`src/rtl/ifft8_pkg.sv`:
```
// Shared constants for the sequential 8-point inverse FFT: formats, conjugate
// twiddles, bit-reverse load order and the controller state encoding.
package ifft8_pkg;

    localparam int DEF_DW   = 16;
    localparam int DEF_FRAC = 8;

    // W8^-k in Q8.8, k = 0..3
    localparam int TW_RE [4] = '{256, 181, 0, -181};
    localparam int TW_IM [4] = '{0, 181, 256, 181};

    localparam logic [2:0] BITREV [8] = '{3'd0, 3'd4, 3'd2, 3'd6, 3'd1, 3'd5, 3'd3, 3'd7};

    typedef enum logic [2:0] {
        IDLE,
        ST1,
        ST2,
        ST3,
        OUT
    } state_t;

endpackage

```
`src/rtl/ifft8_seq_bfly.sv`:
```
// Combinational radix-2 complex butterfly: y1 = x1 + x2*w, y2 = x1 - x2*w,
// optional halving, wrapped back to DW bits.
module ifft_bfly #(
    parameter int DW   = 16,
    parameter int FRAC = 8
) (
    input  logic signed [DW-1:0] x1_re,
    input  logic signed [DW-1:0] x1_im,
    input  logic signed [DW-1:0] x2_re,
    input  logic signed [DW-1:0] x2_im,
    input  logic signed [DW-1:0] w_re,
    input  logic signed [DW-1:0] w_im,
    input  logic                 scale_en,
    output logic signed [DW-1:0] y1_re,
    output logic signed [DW-1:0] y1_im,
    output logic signed [DW-1:0] y2_re,
    output logic signed [DW-1:0] y2_im
);

    logic signed [2*DW-1:0] p_rr, p_ii, p_ri, p_ir;
    logic signed [2*DW:0]   prod_re, prod_im;
    logic signed [DW+1:0]   t_re, t_im, a_re, a_im;
    logic signed [DW+1:0]   s1_re, s1_im, s2_re, s2_im;

    assign p_rr = x2_re * w_re;
    assign p_ii = x2_im * w_im;
    assign p_ri = x2_re * w_im;
    assign p_ir = x2_im * w_re;

    assign prod_re = (2*DW+1)'(p_rr) - (2*DW+1)'(p_ii);
    assign prod_im = (2*DW+1)'(p_ri) + (2*DW+1)'(p_ir);

    // |t| never exceeds 2^(DW), so DW+2 bits hold it without loss
    assign t_re = (DW+2)'(prod_re >>> FRAC);
    assign t_im = (DW+2)'(prod_im >>> FRAC);
    assign a_re = (DW+2)'(x1_re);
    assign a_im = (DW+2)'(x1_im);

    assign s1_re = a_re + t_re;
    assign s1_im = a_im + t_im;
    assign s2_re = a_re - t_re;
    assign s2_im = a_im - t_im;

    assign y1_re = DW'(scale_en ? (s1_re >>> 1) : s1_re);
    assign y1_im = DW'(scale_en ? (s1_im >>> 1) : s1_im);
    assign y2_re = DW'(scale_en ? (s2_re >>> 1) : s2_re);
    assign y2_im = DW'(scale_en ? (s2_im >>> 1) : s2_im);

endmodule

```
`src/rtl/ifft8_seq.sv`:
```
// Sequential 8-point radix-2 DIT inverse FFT: one shared butterfly walks
// 3 stages x 4 butterflies over an in-place, bit-reverse-loaded memory.
module ifft8_seq
    import ifft8_pkg::*;
#(
    parameter int DW       = DEF_DW,
    parameter int FRAC     = DEF_FRAC,
    parameter bit SCALE_EN = 1'b1
) (
    input  logic            clk,
    input  logic            rst,
    input  logic            write,
    input  logic            start,
    input  logic [8*DW-1:0] in_real,
    input  logic [8*DW-1:0] in_imag,
    output logic [8*DW-1:0] out_real,
    output logic [8*DW-1:0] out_imag,
    output logic            busy,
    output logic            ready
);

    state_t state, state_next;
    logic [1:0] bf;
    logic signed [DW-1:0] mem_re [8];
    logic signed [DW-1:0] mem_im [8];
    logic [2:0] idx_a, idx_b;
    logic [1:0] tw_k;
    logic signed [DW-1:0] w_re, w_im;
    logic signed [DW-1:0] y1_re, y1_im, y2_re, y2_im;
    logic idle, computing;

    assign idle      = (state == IDLE);
    assign computing = (state == ST1) || (state == ST2) || (state == ST3);
    assign busy      = !idle;

    always_ff @(posedge clk) begin
        if (!rst) state <= IDLE;
        else      state <= state_next;
    end

    always_comb begin
        state_next = state;
        case (state)
            IDLE:    if (start) state_next = ST1;
            ST1:     if (bf == 2'd3) state_next = ST2;
            ST2:     if (bf == 2'd3) state_next = ST3;
            ST3:     if (bf == 2'd3) state_next = OUT;
            OUT:     state_next = IDLE;
            default: state_next = IDLE;
        endcase
    end

    // Pair and twiddle selection for span 1, 2, 4
    always_comb begin
        idx_a = '0;
        idx_b = '0;
        tw_k  = '0;
        case (state)
            ST1: begin
                idx_a = {bf, 1'b0};
                idx_b = {bf, 1'b1};
            end
            ST2: begin
                idx_a = {bf[1], 1'b0, bf[0]};
                idx_b = {bf[1], 1'b1, bf[0]};
                tw_k  = {bf[0], 1'b0};
            end
            ST3: begin
                idx_a = {1'b0, bf};
                idx_b = {1'b1, bf};
                tw_k  = bf;
            end
            default: ;
        endcase
    end

    assign w_re = DW'(TW_RE[tw_k]);
    assign w_im = DW'(TW_IM[tw_k]);

    ifft_bfly #(
        .DW   (DW),
        .FRAC (FRAC)
    ) u_bfly (
        .x1_re    (mem_re[idx_a]),
        .x1_im    (mem_im[idx_a]),
        .x2_re    (mem_re[idx_b]),
        .x2_im    (mem_im[idx_b]),
        .w_re     (w_re),
        .w_im     (w_im),
        .scale_en (SCALE_EN),
        .y1_re    (y1_re),
        .y1_im    (y1_im),
        .y2_re    (y2_re),
        .y2_im    (y2_im)
    );

    always_ff @(posedge clk) begin
        if (!rst) begin
            bf       <= '0;
            ready    <= 1'b0;
            out_real <= '0;
            out_imag <= '0;
            for (int unsigned i = 0; i < 8; i++) begin
                mem_re[i] <= '0;
                mem_im[i] <= '0;
            end
        end else begin
            if (computing) bf <= bf + 2'd1;
            else           bf <= '0;

            if (idle && write) begin
                for (int unsigned i = 0; i < 8; i++) begin
                    mem_re[i] <= in_real[int'(BITREV[i])*DW +: DW];
                    mem_im[i] <= in_imag[int'(BITREV[i])*DW +: DW];
                end
            end

            if (computing) begin
                mem_re[idx_a] <= y1_re;
                mem_im[idx_a] <= y1_im;
                mem_re[idx_b] <= y2_re;
                mem_im[idx_b] <= y2_im;
            end

            if (idle && (write || start)) begin
                ready <= 1'b0;
            end else if (state == OUT) begin
                ready <= 1'b1;
                for (int unsigned i = 0; i < 8; i++) begin
                    out_real[i*DW +: DW] <= mem_re[i];
                    out_imag[i*DW +: DW] <= mem_im[i];
                end
            end
        end
    end

endmodule

```
`config.mk`:
```
export PLATFORM = sky130hd
export DESIGN_NAME = ifft8_seq
export DESIGN_NICKNAME = d
export VERILOG_FILES = /design/src/rtl/ifft8_pkg.sv /design/src/rtl/ifft8_seq_bfly.sv /design/src/rtl/ifft8_seq.sv
export SDC_FILE = /design/constraint.sdc
export NUM_CORES = 2
export LEC_CHECK = 0
export BUFFER_PORTS_ARGS = -buffer_cell sky130_fd_sc_hd__buf_2
export CORE_ASPECT_RATIO = 1.4
export CORE_MARGIN = 5
export CORE_UTILIZATION = 50
export DETAILED_ROUTE_END_ITERATION = 10
export PLACE_DENSITY_LB_ADDON = 0.2
export SETUP_SLACK_MARGIN = 0.4
export SYNTH_ARGS = -nofsm -noshare
export SYNTH_HDL_FRONTEND = slang
export SYNTH_HIERARCHICAL = 1
export SYNTH_SLANG_ARGS = --single-unit
```
`constraint.sdc`:
```
create_clock -name clk -period 15.15 [get_ports clk]
set_input_delay 0.7575 -clock clk [delete_from_list [all_inputs] [get_ports clk]]
set_output_delay 0.7575 -clock clk [all_outputs]
set_load 0.005 [all_outputs]
```
# Word level (Yosys, flattened, before mapping)
# Memories as Yosys holds them, arrays and structs flattened. A register that Yosys moved wholly into a read port is not among the register bits.
# Cells that the tools add are included.
[classes]
add_sub_neg = 7
multipliers = 4
order_cmp = 1
n_eq_ne = 9
mux = 49
bitwise = 19
reduce_logical = 31
[op_table]
columns = ["cell", "n"]
rows = [
  ["$mux 16", 24],
  ["$bmux 32 s2", 2],
  ["$mul 16x16->25", 4],
  ["$reduce_or 16->1", 4],
  ["$add 16x17->17", 2],
  ["$sub 16x17->17", 2],
  ["$add 25x25->25", 1],
  ["$sub 25x25->25", 1],
  ["$mux 3", 8],
  ["$pmux 3 s3", 2],
  ["$logic_not 1->1", 17],
  ["$or 1x1->1", 16],
  ["$pmux 3 s4", 1],
  ["$mux 1", 11],
  ["$eq 3x2->1 const B", 2],
  ["$ne 2x1->1 const B", 3],
  ["$pmux 2 s2", 1],
  ["$reduce_and 2->1", 2],
  ["$reduce_and 4->1", 1],
  ["$eq 3x1->1 const B", 1],
  ["$eq 3x3->1 const B", 1],
  ["$ge 3x3->1 const B", 1],
  ["$logic_not 3->1", 1],
  ["$logic_or 1x1->1", 3],
  ["other kinds (7)", 9],
]
[totals]
reg_bits = 6
ramBits = 256
output_inout_bits = 258
wordCells = 125
mem_count = 2
[memory_table]
columns = ["memory", "words", "word_bits", "rd", "rd_ports_with_merged_regs", "write_ports", "line", "rtl"]
rows = [
  ["mem_im", 8, 16, 10, 8, 8, "ifft8_seq.sv:25", "logic signed [DW-1:0] mem_im [8];"],
  ["mem_re", 8, 16, 10, 8, 8, "ifft8_seq.sv:24", "logic signed [DW-1:0] mem_re [8];"],
]

# Depth between registers and ports, before layout
[logic_depth]
ltp_word = 10
mapped_depth = 48
depth_no_buf = 43

# Hierarchy
# Netlist, hierarchy kept.
[modules_own_cells]
columns = ["mod", "n_inst", "cells_each", "area_per_inst_um2"]
rows = [
  ["ifft_bfly", 1, 4009, 35366.4],
  ["ifft8_seq", 1, 3222, 26790.7],
]

# Worst setup path after synthesis
# OpenSTA, ideal clock, no wires.
[synth_path]
kind = "register to register"
from = "register state[2]"
to = "memory mem_re[1][15] (data pin)"
setup_ns = 0.261
arrival_time_ns = 10.685
setup_slack_ns = 4.204
path_stages_with_launch = 46
path_buffers = 6
path_cell_list = "dfxtp_1 buf_2 buf_2 inv_1 clkbuf_1 buf_1 nand3_1 inv_1 ha_1 clkbuf_1 nand2_1 fa_1 inv_1 fa_1 inv_1 fa_1 inv_1 ha_1 (+10 left out) a21o_1 a22o_1 nand3_1 nand2_1 and2_1 a21o_1 a21oi_1 xnor2_1 ha_1 clkbuf_1 nor2_1 a221o_1 a2111oi_2 o41ai_1 a221o_1 xor2_1 a21oi_1 a221o_1"
[synth_lines]
columns = ["item", "line", "rtl"]
rows = [
  ["start, declared", "ifft8_seq.sv:22", "state_t state, state_next;"],
  ["start signal, assigned", "ifft8_seq.sv:38", "else state <= state_next;"],
  ["end, declared", "ifft8_seq.sv:24", ""],
]

==> metrics <==
slew margin rel. -0.0104; Post-Syn Area 62200 µm²; mux contribution to synthesized area 0.00544; core area 124000 µm²; largest net degree at the start of global routing 124; ANT nets after route 0; Crit path top cell by count fa_1; total vias in the final route 53100; PortBufs 517; Seq/Total Area, Yosys 0.208; Final period util 0.852; Worst Skew 0.0382 ns; Die Y 427 µm; crit start category flop; synthesis-to-layout area growth 8.62%; Final Core Density 0.545; synth top area cells fa_1 (28%), edfxtp_1 (12%), dfxtp_1 (8.4%), nand2_1 (8.4%), ha_1 (6.6%); DRT met1 WL 83500 µm; Die ar. 132000 µm²; leading cell type by number of instances after synthesis nand2_1; area share of fa/ha/maj cells after synthesis 0.350; DRC errors left 0; synth cell count leaders nand2_1 (1390), inv_1 (1068), fa_1 (879); Routed WL per cell 26.1 µm; Setup violations, final 0; simple-gate portion of the synthesized area 0.184; CTS tree yes; CP Capture Type flop; Synth cell types 88; status finished with violations; Clock Latency Late Sink 0.63 ns; Fillers 11600; main combinational cell family by area after synthesis adder cells; total CTS buffers 45; Worst-Margin Slew 1.52 ns; area share of the largest cell type after synthesis 0.283; H-tree depth 2; Max Root-Sink Buffers 3; Iteration-0 DRC Markers 5425; Post-synth EDFFs 256; GRT Util Overall 0.357; Synth Area in XOR/XNOR 0.0263; vias in the first global route 55300; setup tns final 0 ns; Worst Path Class, Setup flop to flop; initial antenna violation count 6; metal2 WL 116000 µm; r2r worst-path depth 37; Syn Area/Cell 8.60 µm²; fmax 77.4 MHz; first-pass GRT wire length 352000 µm; max incr delay on CP 0.90 ns; Clock Tree Root clkbuf_16; Max Transition Viols Final 9; asr flop ratio synth 0; Starting Density 0.502; Hold Crit Class primary input to flop; cts repair resizes 0; cell count of the worst hold path 2; RSZ-0062 raised after global routing no; CP max stage cell dfxtp_1; Die Wd 308 µm; gr ovfl total 0; FP Rows 153; Clock Sinks 518; WL met3 20700 µm; Post-DP HPWL 186000 µm; First-pass DRT Iterations 8; data required time of the worst path 15.60 ns; GPL Wtd Cong 1.01; Main synth FF type dfxtp_1; DR top layer met5; Yosys top cell by area fa_1; synthesis-stage register bit count 518; WP data arrival 13.36 ns; YS warnings 6; share of layout cells above drive strength 1 0.102; min cycle time layout 12.91 ns; failing checks capacitance limit, slew limit; CTS Hold Bufs 0; synthesized netlist cell count 7231; final hold viol count 0; Clock transition at path regs 0.07 ns; IO Count 518; crit-path max FO 26; worst hold margin 0.435 ns; Layout Nets 8936; vias per inst 5.82; Synth Area in Compound Gates 0.128; final wirelength 238000 µm; # Post-CTS Setup Buffers 0; maxcap violations 2
[worst max-delay path, delay by kind of cell (launching register included)]
kind | cells | cell delay, ns
adders and majority gates | 10 | 4.57
buffers and inverters | 7 | 1.23
xor gates and xnor gates | 1 | 0.07
DFF | 1 | 0.90
and+or+nand+nor | 7 | 1.82
AOI/OAI and AO/OA | 12 | 4.12
[sequential cells by signal, summed over array words and instances (netlist names)]
signal / flops
mem_im: 128
mem_re: 128
out_imag: 128
out_real: 128
state: 3
bf: 2
ready: 1
[kinds of logic after synthesis]
kind of cell               after synthesis
and+or+nand+nor                       2490
AOI/OAI and AO/OA                     1223
adders and majority gates             1209
muxes                                   33
other                                    2
buffers and inverters                 1572
xor gates and xnor gates               184
DFF                                    518
[path summary, 6_finish.rpt]
| check | startpoint | endpoint | slack (ns) |
|---|---|---|---|
| hold reg to reg | out_imag[24]$_SDFFE_PN0P_ | out_imag[24]$_SDFFE_PN0P_ | 0.47 |
| setup reg to reg | state[1]$_SDFFE_PN0P_ | mem_im[6][15]$_DFFE_PP_ | 2.24 |
| setup / recovery | state[1]$_SDFFE_PN0P_ | mem_im[6][15]$_DFFE_PP_ | 2.24 |
| hold / removal | in_real[0] | mem_re[0][0]$_DFFE_PP_ | 0.44 |
[routing by layer]
metal | up-vias | track usage
met3 | 655 | 0.0571
met1 | 26400 | 0.427
met2 | 2797 | 0.608
met5 | - | 0
met4 | 4 | 0.212
li1 | 23300 | -
[layout make-up]
| class | instances | area, µm² | area share |
|---|---|---|---|
| flip-flops and latches | 518 | 12900 | 0.192 |
| clock buffers | 59 | 1240 | 0.0184 |
| inverters | 1071 | 4030 | 0.0596 |
| diodes | 3 | 7.51 | 0.000111 |
| multi-input cells | 5193 | 43500 | 0.644 |
| repair buffers | 638 | 3520 | 0.0521 |
| clock inverters | 25 | 258 | 0.00382 |
| well taps | 1627 | 2040 | 0.0302 |
[per-stage QoR]
stage | worst slack, ns | instances | instance area [µm²]
6_report | 2.24 | 9134 | 67500
3_3_place_gp | 2.52 | 9047 | 66000
4_1_cts | 2.39 | 9131 | 67500
2_1_floorplan | 4.20 | 7283 | 62400
3_5_place_dp | 2.44 | 9047 | 66000
5_1_grt | 1.71 | 9131 | 67500
[cells in the final DEF, fill, tap and decap left out, types with 37 or more instances in the layout]
cell | synthesis | final
dfxtp_1 | 262 | 261
ha_1 | 330 | 327
edfxtp_1 | 256 | 256
clkbuf_16 | 0 | 47
a221o_1 | 37 | 37
nor2_1 | 207 | 203
a21oi_1 | 390 | 390
or4_1 | 65 | 65
buf_2 | 96 | 516
nand2_1 | 1390 | 1389
o211ai_1 | 40 | 40
conb_1 | 2 | 54
inv_1 | 1068 | 1066
a32oi_1 | 64 | 64
a31oi_1 | 40 | 40
xnor2_1 | 155 | 155
a21boi_0 | 256 | 256
o21ai_0 | 208 | 200
nand3_1 | 173 | 172
fa_1 | 879 | 879
a22oi_1 | 65 | 65
buf_4 | 12 | 120
and2_1 | 549 | 549
Power is not shown: default switching activity piles up to over one toggle a cycle in this logic, so the estimate is an artifact.
